## src/rtl/fmdll_pkg.sv

```systemverilog
// Shared constants for the FMDLL N/M counter slice: default widths, FSM state codes, Sel codes.
// Pure declarations; no clocked logic.
// No handshake of its own.
package fmdll_pkg;

  localparam int FMDLL_NW = 4;
  localparam int FMDLL_MW = 2;

  localparam logic [1:0] IDLE = 2'd0;
  localparam logic [1:0] RUN  = 2'd1;
  localparam logic [1:0] PEND = 2'd2;

  localparam logic [1:0] SEL_FB  = 2'b00;
  localparam logic [1:0] SEL_REF = 2'b01;
  localparam logic [1:0] SEL_ARM = 2'b10;
  localparam logic [1:0] SEL_BAD = 2'b11;

  // REF may only be chosen while the outer count sits on its last frame cycle group.
  function automatic logic sel_illegal(input logic [1:0] sel, input logic at_last_m);
    case (sel)
      SEL_FB, SEL_ARM: return 1'b0;
      SEL_REF:         return !at_last_m;
      default:         return 1'b1;
    endcase
  endfunction

endpackage

```

## src/rtl/fmdll_cfg_shadow.sv

```systemverilog
// N/M configuration intake: valid/ready handshake, zero-to-one clamping, shadow and active ratio registers.
// Latency: a capture lands in active or shadow on the same edge; shadow reaches active at the next frame end.
// Backpressure: cfg_ready is low while a shadow ratio is waiting for its frame boundary.
module fmdll_cfg_shadow
  import fmdll_pkg::*;
#(
  parameter int NW = FMDLL_NW,
  parameter int MW = FMDLL_MW
) (
  input  logic          clk_out,
  input  logic          rst_n,
  input  logic [NW-1:0] N,
  input  logic [MW-1:0] M,
  input  logic          cfg_valid,
  output logic          cfg_ready,
  input  logic          pend,
  input  logic          apply_now,
  output logic          capture,
  output logic [NW-1:0] n_act,
  output logic [MW-1:0] m_act
);

  localparam logic [NW-1:0] N_ONE = {{(NW-1){1'b0}}, 1'b1};
  localparam logic [MW-1:0] M_ONE = {{(MW-1){1'b0}}, 1'b1};

  logic [NW-1:0] n_shd;
  logic [MW-1:0] m_shd;
  logic [NW-1:0] n_clamp;
  logic [MW-1:0] m_clamp;

  assign cfg_ready = !pend;
  assign capture   = cfg_valid && cfg_ready;
  assign n_clamp   = (N == '0) ? N_ONE : N;
  assign m_clamp   = (M == '0) ? M_ONE : M;

  always_ff @(posedge clk_out) begin
    if (!rst_n) begin
      n_act <= N_ONE;
      m_act <= M_ONE;
      n_shd <= N_ONE;
      m_shd <= M_ONE;
    end else if (capture && apply_now) begin
      n_act <= n_clamp;
      m_act <= m_clamp;
    end else if (capture) begin
      n_shd <= n_clamp;
      m_shd <= m_clamp;
    end else if (pend && apply_now) begin
      n_act <= n_shd;
      m_act <= m_shd;
    end
  end

endmodule

```

## src/rtl/fmdll_nm_counter.sv

```systemverilog
// 1-based N/M cycle counters and DIV_N/DIV_M/frame_start strobes for the FMDLL select logic, with Sel monitor.
// Latency: counters registered; DIV_N/DIV_M decoded from them in the same cycle; frame_start registered.
// Backpressure: cfg_ready drops while a ratio change waits for the frame end; held cfg_valid is ignored meanwhile.
module fmdll_nm_counter
  import fmdll_pkg::*;
#(
  parameter int NW = FMDLL_NW,
  parameter int MW = FMDLL_MW
) (
  input  logic          clk_out,
  input  logic          rst_n,
  input  logic [NW-1:0] N,
  input  logic [MW-1:0] M,
  input  logic          cfg_valid,
  output logic          cfg_ready,
  input  logic [1:0]    Sel,
  output logic [NW-1:0] N_counter,
  output logic [MW-1:0] M_counter,
  output logic          DIV_N,
  output logic          DIV_M,
  output logic          frame_start,
  output logic          sel_err
);

  localparam logic [NW-1:0] N_ONE = {{(NW-1){1'b0}}, 1'b1};
  localparam logic [MW-1:0] M_ONE = {{(MW-1){1'b0}}, 1'b1};

  logic [1:0]    state;
  logic [NW-1:0] n_act;
  logic [MW-1:0] m_act;
  logic          capture;
  logic          running;
  logic          n_wrap;
  logic          m_wrap;

  assign running = (state != IDLE);
  assign DIV_N   = running && (N_counter == n_act);
  assign DIV_M   = DIV_N && (M_counter == m_act);
  // >= so a counter left above a freshly shrunk ratio still wraps
  assign n_wrap  = (N_counter >= n_act);
  assign m_wrap  = (M_counter >= m_act);

  fmdll_cfg_shadow #(.NW(NW), .MW(MW)) u_cfg (
    .clk_out   (clk_out),
    .rst_n     (rst_n),
    .N         (N),
    .M         (M),
    .cfg_valid (cfg_valid),
    .cfg_ready (cfg_ready),
    .pend      (state == PEND),
    .apply_now ((state == IDLE) || DIV_M),
    .capture   (capture),
    .n_act     (n_act),
    .m_act     (m_act)
  );

  always_ff @(posedge clk_out) begin
    if (!rst_n) begin
      state       <= IDLE;
      N_counter   <= N_ONE;
      M_counter   <= M_ONE;
      frame_start <= 1'b0;
      sel_err     <= 1'b0;
    end else begin
      case (state)
        IDLE: begin
          N_counter   <= N_ONE;
          M_counter   <= M_ONE;
          frame_start <= capture;
          if (capture) state <= RUN;
        end
        RUN, PEND: begin
          if (n_wrap) begin
            N_counter <= N_ONE;
            M_counter <= m_wrap ? M_ONE : M_counter + 1'b1;
          end else begin
            N_counter <= N_counter + 1'b1;
          end
          frame_start <= n_wrap && m_wrap;
          if (sel_illegal(Sel, M_counter == m_act)) sel_err <= 1'b1;
          if (state == RUN && capture && !DIV_M) state <= PEND;
          else if (state == PEND && DIV_M)       state <= RUN;
        end
        default: state <= IDLE;
      endcase
    end
  end

endmodule

```

## config.mk

```make
export PLATFORM = sky130hd
export DESIGN_NAME = fmdll_nm_counter
export DESIGN_NICKNAME = d
export VERILOG_FILES = /design/src/rtl/fmdll_pkg.sv /design/src/rtl/fmdll_cfg_shadow.sv /design/src/rtl/fmdll_nm_counter.sv
export SDC_FILE = /design/constraint.sdc
export NUM_CORES = 1
export LEC_CHECK = 0
export CAP_MARGIN = 5
export CELL_PAD_IN_SITES_DETAIL_PLACEMENT = 2
export CELL_PAD_IN_SITES_GLOBAL_PLACEMENT = 2
export CORE_MARGIN = 5
export CORE_UTILIZATION = 29
export CTS_CLUSTER_DIAMETER = 60
export CTS_CLUSTER_SIZE = 24
export DETAILED_ROUTE_END_ITERATION = 7
export GPL_ROUTABILITY_DRIVEN = 0
export PLACE_DENSITY = 0.71
export SLEW_MARGIN = 30
export SYNTH_ARGS = -nofsm -noshare
export SYNTH_HDL_FRONTEND = slang
export SYNTH_HIERARCHICAL = 1
export SYNTH_SLANG_ARGS = --single-unit
```

## constraint.sdc

```tcl
create_clock -name clk_out -period 3.26 [get_ports clk_out]
set_input_delay 0.652 -clock clk_out [delete_from_list [all_inputs] [get_ports clk_out]]
set_output_delay 0.652 -clock clk_out [all_outputs]
set_load 0.03 [all_outputs]
```

==> results.md, run 1 <==
* Synth unique cells at 45
* Power Dens Cells at 632 mW/mm2
* I/O Buffers at 21
* Height of the die at 79.5 um
* # nets final at 207
* Total power at 1.07 mW
* Via/cell ratio at 5.50
* Worst-path clk slew at 0.09 ns
* Tot GR Track Use at 0.143
* Vias at 1310
* Worst Max-Slew Pin Slew at 0.476 ns
* CP endpoint kind: output port
* First drt pass iteration count at 4
* Placed Instances at 234
* DRT antenna net count at 0
* Most frequent cells after synthesis: 22 x dfxtp_1, 18 x inv_1, 14 x nand2_1
* Hold_sp: sel_err
* R2r setup slk at 0.88 ns
* Number of synthesis warnings at 6
* Reg area at 440 um2
* Fin crit share at 0.912
* Slew headroom at 0.674
* Max_cap viols at 0
* Root Driver: clkbuf_8
* Worst VDD drop at 0.000324 V
* Non-Filler Instances at 238
* Crit path kind: reg -> out
* Fmax at 336 MHz
* CP required at 2.61 ns
* Total gr overflow at 0
* Ant. Diodes at 0
* Status: finished clean
* Final WL at 4210 um
* WHS Endpoint: sel_err
* Startpoint Class: flop
* Hold Crit Depth at 2
* Detailed Place HPWL at 3350 um
* Vias in the first global route at 1440
* Setup TNS at 0 ns
* Largest area contributor in the netlist: dfxtp_1
* Yosys top cell area share at 0.315
* Post-synth EDFFs at 0
* Yosys reg bits at 22
* Multi-input gate area at 825 um2
* CTS hold repair buffers at 0
* Die width at 79.5 um
* DRT iter0 DRCs at 49
* Crit Path Max Fanout at 4
* Post-route DRC at 0
* Clk_lat worst skew at 0.27 ns
* CP arrival at 2.32 ns
* RR Startpoint: N_counter[0]
* Mapped Nets at 186
* Syn avg cell area at 8.54 um2
* Largest net degree at the start of global routing at 17
* Async set-reset flop share out of synthesis at 0
* Row count at 25
* Routed len/inst at 17.7 um
* Mapped Cells at 164
* TritonCTS Buffers at 3
* Area of the core at 0.00469 mm2
* Fill cell count at 553
* Most used DFF post-synth: dfxtp_1
* Sequential element share of the synthesized area at 0.315
* Clk buf depth at 2
* Ports at 22
* Endpoints failing setup at 0
* Initial core utilization at 0.298
* Synth Cell Area at 0.00140 mm2
* RSZ-0062 raised after global routing: false
* CTS tree: done
* H-tree Lvls at 1
* Min cycle time layout at 2.97 ns
* Top post-synthesis cells by area: dfxtp_1 31%, ha_1 9.8%, inv_1 4.8%
* Worst R2R Path Depth at 9
* Die footprint at 0.00632 mm2
* Initial antenna violation count at 0
* First-pass GRT wire length at 7130 um
* Setup Skew at 0.00388 ns
* Clk sinks at 22
* CTS resizes at 0
* Post-CTS setup buffer count at 0
* Leak Pwr at 0.649 nW
* Area grow syn2layout at 21.4%
* Hold WC Path Type: reg -> reg
* Ratio of cells with drive above 1 in the final layout at 0.0870
* Reg2reg end: u_cfg/n_shd[1]
* Final Slew Violations at 0
* Cell with the most instances after synthesis: dfxtp_1
* Final hold vios at 0
cell type report:
type	count	area share
inverter	19	0.0419
sequential	22	0.259
clock buffer	3	0.0243
multi-input combinational	116	0.485
clock inverter	1	0.0177
timing repair buffer	23	0.132
tap	54	0.0397
flip-flops by register name, indices dropped and copies added, names as in the netlist:
register / count
sel_err: 1
u_cfg/n_shd: 4
u_cfg/n_act: 4
state: 2
u_cfg/m_act: 2
M_counter: 2
u_cfg/m_shd: 2
frame_start: 1
N_counter: 4
metal layers:
| layer | routed length [um] | vias up | part of all wire | global-route usage |
|---|---|---|---|---|
| met4 | 52 | 0 | 0.012 | 0.0378 |
| met2 | 2170 | 15 | 0.51 | 0.254 |
| met3 | 82 | 6 | 0.019 | 0.0203 |
| li1 | - | 635 | - | - |
| met1 | 1910 | 654 | 0.45 | 0.179 |
| met5 | 0 | - | 0 | 0 |
stage by stage:
stage | hold WS [ns] | instance area, um2 | setup slack [ns] | utilization
2_1_floorplan | 0.450 | 1400 | 0.523 | -
3_3_place_gp | 0.467 | 1630 | 0.711 | 0.347
6_report | 0.502 | 1700 | 0.286 | 0.362
5_1_grt | 0.525 | 1700 | 0.141 | 0.362
3_5_place_dp | 0.488 | 1630 | 0.595 | 0.347
4_1_cts | 0.503 | 1700 | 0.275 | 0.362
how the worst max path moves through the flow:
stage	startpoint	to	slack (ns)	cells after the start
global placement	N_counter[0]	DIV_M	0.71	6
CTS	state[1]	DIV_M	0.27	6
global route	state[1]	DIV_M	0.14	6
floorplan	N_counter[0]	u_cfg/m_act[0]	0.52	10
finish	state[0]	DIV_M	0.29	6
detailed placement	N_counter[0]	DIV_M	0.60	6
power breakdown:
part / leakage (nW) / total, mW / switching, mW / internal (mW)
Clock: 0.0357 / 0.266 / 0.102 / 0.164
Combinational: 0.434 / 0.463 / 0.293 / 0.170
Sequential: 0.180 / 0.345 / 0.0320 / 0.313
Total: 0.649 / 1.07 / 0.427 / 0.647
placed cells by master (no fill, tap or decap), drive strengths merged, types with 3 or more instances in the layout:
| master | count |
|---|---|
| a2111oi | 3 |
| o211ai | 3 |
| mux2i | 3 |
| ha | 11 |
| nand2 | 14 |
| clkbuf | 3 |
| a21oi | 7 |
| nor2 | 7 |
| dfxtp | 22 |
| nand3 | 5 |
| inv | 19 |
| nor3 | 4 |
| a21boi | 6 |
| o21ai | 16 |
| nand4 | 5 |
| o22ai | 4 |
| clkdlybuf4s50 | 21 |
| nand2b | 4 |
kinds of logic (layout without fill, tap and decap cells):
logic type               Yosys count  in the layout  synth area share
AO/OA/AOI/OAI                     53             53             0.266
adder cells (fa/ha/maj)           11             11            0.0983
buffers and inverters             26             46            0.0965
flip-flops                        22             22             0.315
multiplexers                       3              3            0.0214
AND/OR/NAND/NOR                   49             49             0.203
worst max-delay path, stage by stage (launching register included):
cell and delay [ns]:
dfxtp_1 0.39, inv_1 0.08, ha_1 0.24, nand4b_1 0.24, nor2_1 0.18, and3_1 0.23, clkdlybuf4s50_1 0.69
Power figures use the tool's default switching activity.
==> run 2: changes to the inputs <==
--- a/config.mk
+++ b/config.mk
@@ -10,12 +10,13 @@
 export CELL_PAD_IN_SITES_GLOBAL_PLACEMENT = 2
 export CORE_MARGIN = 5
 export CORE_UTILIZATION = 29
-export CTS_CLUSTER_DIAMETER = 60
+export CTS_CLUSTER_DIAMETER = 150
 export CTS_CLUSTER_SIZE = 24
 export DETAILED_ROUTE_END_ITERATION = 7
 export GPL_ROUTABILITY_DRIVEN = 0
 export PLACE_DENSITY = 0.71
-export SLEW_MARGIN = 30
+export RECOVER_POWER = 25
+export SLEW_MARGIN = 20
 export SYNTH_ARGS = -nofsm -noshare
 export SYNTH_HDL_FRONTEND = slang
 export SYNTH_HIERARCHICAL = 1
==> run 2 against run 1 <==
Global-route usage is the same. Sequential cell count is the same. Highest routed layer unchanged. Critical path depth is the same. Critical path type unchanged.
==> results.md, run 2 (synthesis results as in run 1) <==
* Status: finished clean
* Largest net degree at the start of global routing at 17
* Endpoints failing setup at 0
* Total gr overflow at 0
* # nets final at 207
* Setup TNS at 0 ns
* Startpoint Class: flop
* Area grow syn2layout at 20.9%
* I/O Buffers at 21
* Root Driver: clkbuf_8
* Clk buf depth at 2
* Leak Pwr at 0.653 nW
* Min cycle time layout at 2.98 ns
* Fill cell count at 556
* CTS tree: done
* Power Dens Cells at 630 mW/mm2
* Tot GR Track Use at 0.143
* RSZ-0062 raised after global routing: false
* Clk sinks at 22
* Fmax at 336 MHz
* Crit path kind: reg -> out
* H-tree Lvls at 1
* Slowest stage delay, CP at 0.69 ns
* Post-route DRC at 0
* Wl on met1 at 1910 um
* Ant. Diodes at 0
* Post-CTS setup buffer count at 0
* CTS hold repair buffers at 0
* DRT iter0 DRCs at 36
* DR WL met3 at 69 um
* Clk_lat worst skew at 0.27 ns
* Initial antenna violation count at 0
* Metal2 WL at 2170 um
* Max stage delay cell, worst path: clkdlybuf4s50_1
* Final Slew Violations at 0
* CP arrival at 2.32 ns
* Crit Path Max Fanout at 5
* CP required at 2.61 ns
* Routed len/inst at 17.7 um
* CP endpoint kind: output port
* Most common cell after layout, fill and taps aside: dfxtp_1
* Worst-path clk slew at 0.09 ns
* Ports at 22
* Hold WC Path Type: reg -> reg
* Setup Skew at 0.00310 ns
* Row count at 25
* TritonCTS Buffers at 3
* Regs by FF count: N_counter: 4 flops, u_cfg/n_act: 4 flops, u_cfg/n_shd: 4 flops
* Total power at 1.07 mW
* Worst Max-Slew Pin Slew at 1.10 ns
* Initial core utilization at 0.298
* DRT antenna net count at 0
* Fin crit share at 0.913
* Worst VDD drop at 0.000305 V
* First drt pass iteration count at 4
* Via/cell ratio at 5.50
* Final hold vios at 0
* Slew headroom at 0.257
* Vias at 1308
* Die footprint at 0.00632 mm2
* Die width at 79.5 um
* Final WL at 4200 um
* Detailed Place HPWL at 3350 um
* CTS resizes at 0
* Max_cap viols at 0
* Height of the die at 79.5 um
* Vias in the first global route at 1440
* Crit-path cells: inv_1 > ha_1 > nand4b_1 > nor2_1 > and3_1 > clkdlybuf4s50_1
* Uppermost routed layer: met4
* Most frequent cells in the layout: 22 x dfxtp_1, 18 x inv_1, 18 x clkdlybuf4s50_1, 14 x nand2_1, 11 x ha_1
* Ratio of cells with drive above 1 in the final layout at 0.0761
* Area of the core at 0.00469 mm2
* First-pass GRT wire length at 7130 um
run 2: power breakdown:
group	leakage [nW]	switching, mW	total (mW)	internal [mW]
clock network	0.0357	0.101	0.265	0.164
registers	0.180	0.0316	0.344	0.313
logic	0.437	0.292	0.457	0.165
run 2: path summary, 6_finish.rpt:
kind,from,end,slack (ns),cells after the start
worst max-delay path,N_counter[0],DIV_M,0.28,6
worst min register to register,sel_err,sel_err,0.50,2
worst min-delay path,sel_err,sel_err,0.50,2
worst max register to register,N_counter[0],N_counter[2],0.86,6
run 2: area by class of cell:
class                      count  area, um2  area share
multi-input combinational    116        817       0.483
clock inverter                 1       30.0      0.0177
sequential                    22        440       0.260
timing repair buffer          23        225       0.133
tap                           54       67.6      0.0399
clock buffer                   3       41.3      0.0244
inverter                      19       71.3      0.0421
run 2: worst max-delay path: cells and delay by family, from the launching register on:
family | cells | cell delay [ns]
buffers and inverters | 2 | 0.77
and+or+nand+nor | 3 | 0.57
adders and majority gates | 1 | 0.31
DFF | 1 | 0.41
run 2: metrics by stage:
| stage | util | hold WS (ns) | cells | setup WS [ns] | cell area [um2] |
|---|---|---|---|---|---|
| final | 0.361 | 0.497 | 238 | 0.284 | 1690 |
| after floorplan | - | 0.450 | 164 | 0.523 | 1400 |
| after CTS | 0.362 | 0.503 | 238 | 0.275 | 1700 |
| after global placement | 0.347 | 0.467 | 234 | 0.711 | 1630 |
| after detailed placement | 0.347 | 0.488 | 234 | 0.595 | 1630 |
| after global routing | 0.361 | 0.525 | 238 | 0.141 | 1690 |
run 2: routing by layer:
metal	GRT usage	vias up
met5	0	-
met4	0.0378	0
met3	0.0203	6
met2	0.254	15
met1	0.179	654
li1	-	633
==> RTL edit 1 (settings of run 2) <==
Change the package constant `FMDLL_MW` from 2 to 1.
--- a/src/rtl/fmdll_pkg.sv
+++ b/src/rtl/fmdll_pkg.sv
@@ -4,7 +4,7 @@
 package fmdll_pkg;
 
   localparam int FMDLL_NW = 4;
-  localparam int FMDLL_MW = 2;
+  localparam int FMDLL_MW = 1;
 
   localparam logic [1:0] IDLE = 2'd0;
   localparam logic [1:0] RUN  = 2'd1;
Interface: changed (resized M and M_counter); port bits go from 22 to 20. The function was not compared with the original's and may differ.
==> RTL edit 1 against run 2 <==
Synthesized area decreased by 22%. Power decreased by 17%. Register-to-register slack improved by 200 ps. Maximum frequency increased by 7.5%. Sequential cell count decreased by 5. First-iteration DRC count decreased by 56%. Clock power decreased by 38%. Final cell count decreased by 20%. Design area decreased by 21%. Hold slack improved by 0.72 ps. Sequential share of layout area decreased by 0.71 points. Setup slack improved by 210 ps. Routed wire length decreased by 26%. Critical endpoint unchanged.
==> RTL edit 1: results (changes against run 2) <==
- Max IR drop VDD: 0.169 mV (was 0.305 mV)
- DP Area: 0.00130 mm^2 (was 0.00163 mm^2)
- Detailed Route WL: 3130 um (was 4200 um)
- Synth Area in XOR/XNOR: 0% (unchanged)
- Pre-CTS setup slack: 767 ps (was 595 ps)
- CTS buffer count: 3 (unchanged)
- Ys async rst share: 0% (unchanged)
- Top cells by instance count after synthesis: dfxtp_1, inv_1, ha_1 (was dfxtp_1, inv_1, nand2_1)
- Net count after synthesis: 145 (was 186)
- Outcome: complete, no violations (unchanged)
- CTS clk-pin slew, worst paths: 70 ps (was 90 ps)
- Pleak: 0.000545 uW (was 0.000653 uW)
- Iteration-0 DRC Markers: 16 (was 36)
- Crit-path max FO: 5 (unchanged)
- Antenna violations before repair: 0 (unchanged)
- Worst-Skew Late Latency: 260 ps
- Share of layout cells above drive strength 1: 11.3% (was 7.61%)
- Top Registers: N_counter: 4 flops, u_cfg/n_act: 4 flops, u_cfg/n_shd: 4 flops (unchanged)
- Synth top area cells: dfxtp_1, ha_1, inv_1 (unchanged)
- Root buf cell: clkbuf_8 (unchanged)
- Skew final: 5.58 ps (was 3.10 ps)
- Ant diodes: 0 (unchanged)
- Slew headroom: 60.4% (was 25.7%)
- Sequential fraction of the synthesis area: 31.2% (was 31.5%)
- Multiplexer share of the synthesized area: 0.918% (was 2.14%)
- CTS H-tree lvls: 1 (unchanged)
- GR Util All Layers: 13.4% (was 14.3%)
- I/O Buffers: 18 (was 21)
- Fillers: 434 (was 556)
- Post-DP HPWL: 2450 um (was 3350 um)
- Hold WC Path Type: register to register (unchanged)
- First-pass GRT wire length: 5310 um (was 7130 um)
- Vias in the first global route: 1078 (was 1440)
- Number of distinct library cells after synthesis: 46 (was 45)
- Pin count of the biggest net entering global routing: 16 (was 17)
- Compound-Gate Fraction of Synth Area: 23.2% (was 26.6%)
- Yosys synthesis warning count: 6 (unchanged)
- Setup bufs post-CTS: 0 (unchanged)
- Nets: 163 (was 207)
- Clock tree buffer depth: 2 (unchanged)
- Post-Synth Adder-Cell Area: 11.5% (was 9.83%)
- Vias: 1002 (was 1308)
- Post-CTS resize count: 0 (unchanged)
- 1st-pass router iterations: 2 (was 4)
==> RTL edit 1: worst max-delay path, cell delays in order (launching register included) <==
cell and delay [ps]:
dfxtp_1 390, inv_1 90, ha_1 300, and4_4 230, and2_4 170, clkdlybuf4s50_1 670
==> RTL edit 1: path summary, 6_finish.rpt <==
check / startpoint / endpoint / slack [ps] / depth (start not counted)
worst min register to register: sel_err / sel_err / 500 / 2
worst min-delay path: sel_err / sel_err / 500 / 2
worst max register to register: N_counter[0] / u_cfg/n_shd[1] / 1060 / 8
worst max-delay path: N_counter[0] / DIV_M / 490 / 5
==> RTL edit 1: cell type report <==
cell class | count | area (um^2) | share of cell area (%)
multi-input cells | 88 | 658 | 48.9
repair buffers | 19 | 188 | 14.0
flip-flops and latches | 17 | 340 | 25.3
clock buffers | 3 | 41.3 | 3.07
clock inverters | 1 | 5.00 | 0.372
well taps | 48 | 60.1 | 4.47
inverters | 14 | 52.6 | 3.91
==> RTL edit 1: cells by family after synthesis <==
group                      Yosys count
adders and majority gates           10
DFF                                 17
other                                1
AOI/OAI and AO/OA                   35
muxes                                1
buffers and inverters               20
and+or+nand+nor                     41
==> RTL edit 1: power by group <==
part / internal, uW / leakage [uW] / switching [uW] / total [uW]
Combinational: 178 / 0.000380 / 258 / 436
Clock: 85.1 / 0.0000255 / 80.2 / 165
Sequential: 249 / 0.000139 / 29.9 / 279
Total: 512 / 0.000545 / 368 / 880
==> RTL edit 1: metal layers <==
metal,share of wire (%),global-route usage [%],vias to the layer above
li1,-,-,496
met1,44,15.2,487
met2,52,23.7,15
met3,2.9,2.81,4
met4,1.4,6.05,0
met5,0,0,-
==> RTL edit 1: metrics by stage <==
stage | std cells | utilization (%) | hold WS [ps]
2_1_floorplan | 125 | - | 457
3_3_place_gp | 186 | 35.5 | 466
3_5_place_dp | 186 | 35.5 | 498
4_1_cts | 190 | 36.7 | 509
5_1_grt | 190 | 36.7 | 520
6_report | 190 | 36.7 | 498
==> RTL edit 2 (settings of run 2) <==
Made on the original files. Register the output `N_counter` once more; this adds one clock of latency there. The other outputs are not delayed to match.
--- a/src/rtl/fmdll_nm_counter.sv
+++ b/src/rtl/fmdll_nm_counter.sv
@@ -25,6 +25,8 @@
   localparam logic [NW-1:0] N_ONE = {{(NW-1){1'b0}}, 1'b1};
   localparam logic [MW-1:0] M_ONE = {{(MW-1){1'b0}}, 1'b1};
 
+  logic [NW-1:0] N_counter_s0;
+
   logic [1:0]    state;
   logic [NW-1:0] n_act;
   logic [MW-1:0] m_act;
@@ -34,10 +36,10 @@
   logic          m_wrap;
 
   assign running = (state != IDLE);
-  assign DIV_N   = running && (N_counter == n_act);
+  assign DIV_N   = running && (N_counter_s0 == n_act);
   assign DIV_M   = DIV_N && (M_counter == m_act);
   // >= so a counter left above a freshly shrunk ratio still wraps
-  assign n_wrap  = (N_counter >= n_act);
+  assign n_wrap  = (N_counter_s0 >= n_act);
   assign m_wrap  = (M_counter >= m_act);
 
   fmdll_cfg_shadow #(.NW(NW), .MW(MW)) u_cfg (
@@ -57,24 +59,24 @@
   always_ff @(posedge clk_out) begin
     if (!rst_n) begin
       state       <= IDLE;
-      N_counter   <= N_ONE;
+      N_counter_s0 <= N_ONE;
       M_counter   <= M_ONE;
       frame_start <= 1'b0;
       sel_err     <= 1'b0;
     end else begin
       case (state)
         IDLE: begin
-          N_counter   <= N_ONE;
+          N_counter_s0 <= N_ONE;
           M_counter   <= M_ONE;
           frame_start <= capture;
           if (capture) state <= RUN;
         end
         RUN, PEND: begin
           if (n_wrap) begin
-            N_counter <= N_ONE;
+            N_counter_s0 <= N_ONE;
             M_counter <= m_wrap ? M_ONE : M_counter + 1'b1;
           end else begin
-            N_counter <= N_counter + 1'b1;
+            N_counter_s0 <= N_counter_s0 + 1'b1;
           end
           frame_start <= n_wrap && m_wrap;
           if (sel_illegal(Sel, M_counter == m_act)) sel_err <= 1'b1;
@@ -86,5 +88,9 @@
     end
   end
 
+  always_ff @(posedge clk_out) begin
+    N_counter <= N_counter_s0;
+  end
+
 endmodule
 
Function: changed (a bounded check fails within 4 cycles, from zero or initial values and one cycle with rst_n low).
==> RTL edit 2 against run 2 <==
Combinational power grew 39%. Sequential cell count grew 4. Hold slack lost 78 ps. Synthesized area grew 8.6%. Routed wire length grew 5.7%. Maximum frequency shrank 4.0%. Setup slack lost 120 ps. Clock power shrank 28%. Via count grew 3.9%. Sequential power grew 24%. Power grew 17%. Design area grew 8.0%.
==> RTL edit 2: results (changes against run 2) <==
- Crit path max-delay family: buffers and inverters (unchanged)
- Vias: 1359 (was 1308)
- Root buf cell: clkbuf_8 (unchanged)
- Ant diodes: 0 (unchanged)
- Ys async rst share: 0% (unchanged)
- Hold WC Path Type: register to register (unchanged)
- Pin count of the biggest net entering global routing: 19 (was 17)
- Measured slew at the worst slew-check pin: 629 ps (was 1100 ps)
- Int Power: 705 uW (was 642 uW)
- Iteration-0 DRC Markers: 26 (was 36)
- Number of distinct library cells after synthesis: 50 (was 45)
- CTS H-tree lvls: 1 (unchanged)
- Worst EP arrival: 2450 ps (was 2320 ps)
- Cells on worst reg2reg path: 8 (was 6)
- CTS clk-pin slew, worst paths: 90 ps (about the same)
- Detailed Route WL: 4440 um (was 4200 um)
- 1st-pass router iterations: 4 (unchanged)
- Net count after synthesis: 193 (was 186)
- Worst-Skew Late Latency: 270 ps (about the same)
- Share of layout cells above drive strength 1: 9.47% (was 7.61%)
- Skew final: 1.88 ps (was 3.10 ps)
- First-pass GRT wire length: 7490 um (was 7130 um)
- I/O Buffers: 21 (unchanged)
- Outcome: complete, no violations (unchanged)
- Critical path's largest stage delay: 660 ps (was 690 ps)
- Yosys synthesis warning count: 6 (unchanged)
- Clock tree buffer depth: 2 (unchanged)
- Ys flop type: dfxtp_1 (unchanged)
- Crit-path max FO: 5 (unchanged)
- Setup bufs post-CTS: 0 (unchanged)
- CTS buffer count: 3 (unchanged)
- Pleak: 0.000705 uW (was 0.000653 uW)
- Hold Crit Depth: 0 (was 2)
- Antenna violations before repair: 0 (unchanged)
- Post-CTS resize count: 0 (unchanged)
- Vias in the first global route: 1573 (was 1440)
- Synth top area cells: dfxtp_1, ha_1, nand2_1 (was dfxtp_1, ha_1, inv_1)
- Max IR drop VDD: 0.242 mV (was 0.305 mV)
- Top cells by instance count after synthesis: dfxtp_1, nand2_1, inv_1 (was dfxtp_1, inv_1, nand2_1)
- Highest-delay cell along the critical path: clkdlybuf4s50_1 (unchanged)
- GR Util All Layers: 14.4% (was 14.3%)
- Nets: 214 (was 207)
- Sequential fraction of the synthesis area: 34.2% (was 31.5%)
- Post-DP HPWL: 3540 um (was 3350 um)
RTL edit 2: changes by cell type after synthesis, sizes merged, moves of 3 or more:
cell and change:
clkbuf +4, a211oi +3, dfxtp +4, inv -4, o21ai -3, nand3 +5
RTL edit 2: path summary, 6_finish.rpt:
path,start,end,slack (ps)
worst max-delay path,N_counter_s0[0],DIV_M,160
worst min-delay path,N_counter_s0[0],N_counter[0],420
worst max register to register,N_counter_s0[0],u_cfg/n_shd[3],880
worst min register to register,N_counter_s0[0],N_counter[0],420
RTL edit 2: kinds of logic (layout without fill, tap and decap cells):
family,after synthesis,in the layout,synth area share (%)
simple gates,51,51,20.5
fa+ha+maj,11,11,9.05
mux,3,3,1.98
buf+inv,24,43,7.74
flops,26,26,34.2
compound gates,56,56,26.5
RTL edit 2: power by group through the flow:
stage / clock, uW / sequential, uW / combinational (uW)
after floorplan: 0 / 459 / 423
after global placement: 0 / 431 / 615
after detailed placement: 0 / 437 / 640
after CTS: 199 / 428 / 650
after global routing: 213 / 436 / 703
final: 190 / 426 / 634
RTL edit 2: cell type report:
class	instances	area, um^2
Timing Repair Buffer	25	240
Sequential cell	26	520
Fill cell	580	3280
Inverter	15	56.3
Multi-Input combinational cell	121	882
Tap cell	70	87.6
Clock buffer	3	41.3
RTL edit 2: worst register-to-register path: cells and delay by family, from the launching register on:
family | cells | cell delay (ps)
buf+inv | 2 | 350
compound gates | 2 | 230
simple gates | 3 | 1000
fa+ha+maj | 1 | 330
flops | 1 | 410
RTL edit 2: metrics by stage:
step	instance area, um^2	total power [uW]	setup WS (ps)	util, %	instances
2_1_floorplan	1520	881	1050	-	171
3_3_place_gp	1790	1050	554	35.0	257
3_5_place_dp	1790	1080	473	35.0	257
4_1_cts	1830	1280	123	35.8	260
5_1_grt	1830	1350	40.5	35.8	260
6_report	1830	1250	161	35.8	260
RTL edit 2: metal layers:
metal / vias to the layer above / global-route usage, % / share of wire (%)
met3: 6 / 2.06 / 2.0
li1: 668 / - / -
met1: 670 / 16.9 / 43
met5: - / 0 / 0
met4: 0 / 4.82 / 1.3
met2: 15 / 26.4 / 54
